[src/rtl/cuatro_a.sv]
// cuatro_a: six-input vote/parity evaluator.
// Each cycle it samples {a,b,c,d,e,f}. x reports whether at least THRESHOLD
// of them are set, y reports their odd parity. Both outputs are registered,
// so they only change on a clock edge or when rst is asserted.
module cuatro_a #(
  parameter int THRESHOLD = 4
) (
  input  logic clk,
  input  logic rst,
  input  logic a,
  input  logic b,
  input  logic c,
  input  logic d,
  input  logic e,
  input  logic f,
  output logic x,
  output logic y
);

  localparam int NUM_IN = 6;

  logic [NUM_IN-1:0] vec;
  logic [2:0]        cnt;
  logic              x_n;
  logic              y_n;

  assign vec = {a, b, c, d, e, f};

  // Population count of the sampled bits (0..6 fits in 3 bits).
  always_comb begin
    cnt = '0;
    for (int i = 0; i < NUM_IN; i++) cnt = cnt + {2'b00, vec[i]};
  end

  // Threshold vote and parity. The comparison is done at full integer width,
  // so THRESHOLD=0 always votes and THRESHOLD>=7 never does. Parity is the
  // LSB of the count.
  always_comb begin
    x_n = ($signed({29'd0, cnt}) >= THRESHOLD);
    y_n = cnt[0];
  end

  // Output register. Reset forces both outputs low at once and drops the pending sample.
  always_ff @(posedge clk or posedge rst) begin
    if (rst) begin
      x <= 1'b0;
      y <= 1'b0;
    end else begin
      x <= x_n;
      y <= y_n;
    end
  end

endmodule

[config.mk]
export PLATFORM = sky130hd
export DESIGN_NAME = cuatro_a
export DESIGN_NICKNAME = d
export VERILOG_FILES = /design/src/rtl/cuatro_a.sv
export SDC_FILE = /design/constraint.sdc
export NUM_CORES = 1
export LEC_CHECK = 0
export ABC_AREA = 1
export CELL_PAD_IN_SITES_DETAIL_PLACEMENT = 0
export CELL_PAD_IN_SITES_GLOBAL_PLACEMENT = 2
export CORE_AREA = 2 2 39 41
export DETAILED_ROUTE_END_ITERATION = 7
export DIE_AREA = 0 0 41 43
export GPL_ROUTABILITY_DRIVEN = 0
export HOLD_SLACK_MARGIN = 0.02
export PLACE_DENSITY = 0.63
export SYNTH_ARGS = -nofsm -noshare
export SYNTH_HDL_FRONTEND = slang
export SYNTH_SLANG_ARGS = --single-unit
[constraint.sdc]
create_clock -name clk -period 0.8 [get_ports clk]
set_input_delay 0.2 -clock clk [delete_from_list [all_inputs] [get_ports clk]]
set_output_delay 0.2 -clock clk [all_outputs]
set_load 0.03 [all_outputs]
Word level (Yosys, flattened, before mapping)
Index checks and enable logic that the tools add are counted.
{"block": "op_classes", "n_addsub": 5, "order_cmp": 1}
{"operator": "adder 3 x 1 -> 3 bit", "count": 3}
{"operator": "adder 2 x 1 -> 3 bit", "count": 1}
{"operator": "greater-or-equal comparator 3 bit, second input constant", "count": 1}
{"operator": "adder 1 x 1 -> 2 bit", "count": 1}
{"block": "totals", "register_bits": 2, "inputBits": 8, "out_inout_bits": 2, "wordCells": 8}

Logic depth before layout (Yosys ltp)
{"block": "logic_depth", "word_depth": 6, "ltp_mapped": 7, "ltp_nobuf": 7}

Worst setup path before layout
OpenSTA, ideal clock, no wires.
{"block": "synth_timing", "kind": "input to register", "startpoint": "input a", "endpoint": "register y", "setup_ps": 126, "t_arrival_ps": 1510, "required_ps": 674, "setup_slack_ps": -836, "path_stages": 5, "path_buffers": 0, "path_cell_list": "fa_1 inv_1 fa_1 inv_1 ha_1"}
{"block": "synth_between", "elab_chain_cells": 1}
{"item": "from (decl)", "line": "10", "source": "input logic a,"}
{"item": "adder 3 x 1 -> 3 bit", "line": "32", "source": "for (int i = 0; i < NUM_IN; i++) cnt = cnt + {2'b00, vec[i]};"}
{"item": "named net cnt[0]", "line": "23", "source": "logic [2:0] cnt;"}
{"item": "to (signal assigned)", "line": "50", "source": "y <= y_n;"}
{"item": "to (decl)", "line": "17", "source": "output logic y"}
The timed path passes the listed nets, and every way through them passes these cells.

Final worst setup path
{"block": "layout_timing", "startpoint": "input b", "endpoint": "register x"}
{"block": "layout_between", "elab_chain_cells": 3}
{"item": "from (decl)", "line": "11", "source": "input logic b,"}
{"item": "adder 3 x 1 -> 3 bit (2 in a row)", "line": "32"}
{"item": "greater-or-equal comparator 3 bit", "line": "39", "source": "x_n = ($signed({29'd0, cnt}) >= THRESHOLD);"}
{"item": "named net x_n", "line": "24", "source": "logic x_n;"}
{"item": "to (signal assigned)", "line": "49", "source": "x <= x_n;"}
{"item": "to (decl)", "line": "16", "source": "output logic x,"}
The timed path passes the listed nets, and every way through them passes these cells.

==> out/metrics.sh <==
NUMBER_OF_ANTENNA_VIOLATIONS_AT_THE_FIRST_CHECK_IN_GLOBAL_ROUTING=0
N_ANTENNA_CELL=0
TIMING.FINAL.MAX_SLEW_VIOLATIONS=0
P_COMB_SHARE_PCT=41.4
HOLD_VIOL=0
SYNTH.YOSYS.WARNINGS=0
WORST-ENDPOINT-ARRIVAL_NS=1.64
FRACTION_OF_FINAL_LAYOUT_CELLS_SIZED_BEYOND_DRIVE_STRENGTH_1_PCT=44.4
LAYOUT_SETUP_WS_NS=-0.727
FINAL.MIN_CLOCK_PERIOD_NS=1.53
CELL_INTERNAL_PWR_uW=420
UTILIZATION_PCT=22.3
DIE_BOUNDARY_HEIGHT_MICRONS=43
MAX-SLEW-MARGIN-REL_PCT=90.3
SYN-INSTANCE-COUNT=15
DESIGN.FINAL.NETS=41
POWER.CLOCK.FRACTION_PCT=36.2
POWER.NET_SWITCHING_uW=191
SEQ_AREA_SQ_UM=50.0
DETAIL_ROUTE.DRC_VIOLATIONS=0
TIGHTEST_SLEW_NS=0.145
TIMING.FMAX_MHz=655
STD_CELL_ROWS=14
IOS=10
CLASS_OF_THE_TIGHTEST_HOLD_OR_REMOVAL_CHECK='input port to async pin'
CRITICALPATHCATEGORY='input port to flip-flop'
SYNTH_LARGEST_TYPE_AREA_FRACTION_PCT=33.6
SEQUENTIALPOWERSHARE_PCT=22.4
POST_SYNTH_MAIN_AREA_CONTRIBUTORS='dfrtp_1 34%, fa_1 27%, inv_1 18%, ha_1 17%, nand2_1 5.0%'
START_KIND='input port'
FILLER_CELL_COUNT=145
POST_CTS_HOLD_FIX_BUFS=0
PORT_BUFFERS=9
NETLIST-CELL-TYPE-COUNT=5
TRACK_USAGE_PCT=5.54
POWER_PER_CELL_AREA_nW_PER_UM2=1980
OVERFLOW_AFTER_GRT=0
CP_MAX_FO=1
GRT_PASS1_WL_MICRONS=517
FLOORPLAN.INITIALDENSITY_PCT=10.8
ROUTED-VIA-COUNT=131
WORST_SETUP_HOLD_PATH_CLK_SLEW_NS=0.03
SYNTH.CELL_AREA_SQ_UM=149
CORE_AREA_SQ_UM=1380
SYNTH_AREA_LEADER_CELL='dfrtp_1'
SYNTH-SEQ-CELLS=2
LEAKAGE_nW=0.153
SWITCHING_SHARE_PCT=31.3
RSZ0062_AT_GRT='yes'
FINALPOWER_uW=612
DRT_FIRST_ITER_VIOLATIONS=0
DIE_X_MICRONS=41
WORST-ENDPOINT-REQUIRED_NS=0.91
STATUS='finished, violations left'
CTS_MAX_LEVEL=1
TIMING.CRITICAL_PATH.TO_TYPE='flip-flop'
MAX-VDD-IR-DROP_mV=0.497
SYNTH_SEQUENTIAL_AREA_RATIO_PCT=33.6
MULTI_INPUT_COMB_AREA_SQ_UM=100
GRT_PASS1_VIAS=129
FINAL-SETUP-VIOL-COUNT=4
VIOLATIONS_IN_THE_FINAL_REPORTS='negative setup slack'
TRITONCTS='built'
CTS.PATH.MAX_BUFFERS=2
TIMING.MAX_CAP.VIOLATIONS=0
GRT_MAX_DEGREE=3
AREA_DELTA_SYNTH_FINAL_PCT=108
FP.DIEAREA_SQ_UM=1760
WL_MICRONS=337
POST_SYNTH.CELL_AREA_AVG_SQ_UM=9.93
POST_DRT_VIA_CELL_RATIO=3.05
DRT.ANTENNA.VIOLATING_NETS=0
POSTSYNTHNETCOUNT=27
CTS_POST_SETUP_BUFFERS_INSERTED=0
CTS_ROOT_BUF='clkbuf_4'
CLKSINKCOUNT=2
MIN_PERIOD_OVER_PERIOD_PCT=191
ROUTEDWLPERCELL_MICRONS=7.84
NUMCTSBUFFERS=3
FIRSTDRTPASSITERS=1
HPWLAFTERDP_MICRONS=214
## sequential cells by signal, summed over array words and instances, names as in the netlist
signal / cells
y: 1
x: 1
## critical path, stage by stage
cell and delay, ns:
buf_6 0.09, fa_1 0.53, inv_1 0.05, fa_1 0.48
inv_2 0.05, ha_4 0.15, nand2_2 0.05, nand2_1 0.04
## cell type report
cell class	count	area share [%]
clock buffers	3	7.29
inverters	7	8.50
multi-input cells	6	32.4
flip-flops and latches	2	16.2
well taps	16	6.48
repair buffers	9	29.1
## kinds of logic (layout without fill, tap and decap cells)
kind of cell / after synthesis / count (layout) / synth area share [%]
fa+ha+maj: 4 / 4 / 43.7
buf+inv: 7 / 19 / 17.7
flops: 2 / 2 / 33.6
simple gates: 2 / 2 / 5.04
## power groups by stage
stage	combinational, mW	sequential [mW]	clock [mW]
final	0.253	0.137	0.222
after global routing	0.282	0.138	0.246
after CTS	0.224	0.137	0.238
after detailed placement	0.195	0.133	0
after global placement	0.192	0.133	0
after floorplan	0.0533	0.186	0
## cell usage after synthesis
| master | n |
|---|---|
| inv_1 | 7 |
| dfrtp_1 | 2 |
| fa_1 | 2 |
| ha_1 | 2 |
| nand2_1 | 2 |
## worst paths after layout
path	start	to	slack, ns	depth (start not counted)
setup / recovery	b	x	-0.73	8
hold / removal	rst	x	0.14	2
max in group asynchronous	rst	y	0.55	2
min in group clk	a	x	0.52	5
## routing by layer
metal	vias up	global-route usage (%)	share of wire, %
met5	-	0	0
met4	0	6.00	1.2
met3	2	6.28	16
met2	10	5.31	47
met1	54	5.52	36
li1	65	-	-
## repair_timing
| item | 4_1_cts | 5_1_grt |
|---|---|---|
| gates resized for setup | 16 | 3 |
| pin swaps | 4 | 4 |
| endpoints found under the setup margin | 4 | 4 |
## metrics by stage
stage	setup slack, ns	instances	hold slack (ns)	setup TNS [ns]	area (sq um)
after floorplan	-0.818	15	-0.0588	-1.63	151
after global placement	-1.28	40	0.360	-2.56	256
after detailed placement	-1.32	40	0.364	-2.62	256
after CTS	-0.742	43	0.129	-1.71	288
after global routing	-0.781	43	0.143	-1.77	309
final	-0.727	43	0.138	-1.65	309
## cell usage in the layout, fill, tap and decap left out
cell / count
nand2_2: 1
fa_1: 2
buf_6: 4
nand2_1: 1
inv_2: 1
clkdlybuf4s50_1: 4
clkbuf_4: 3
dfrtp_1: 2
inv_1: 6
ha_4: 2
buf_2: 1
(Power assumes the default switching activity.)
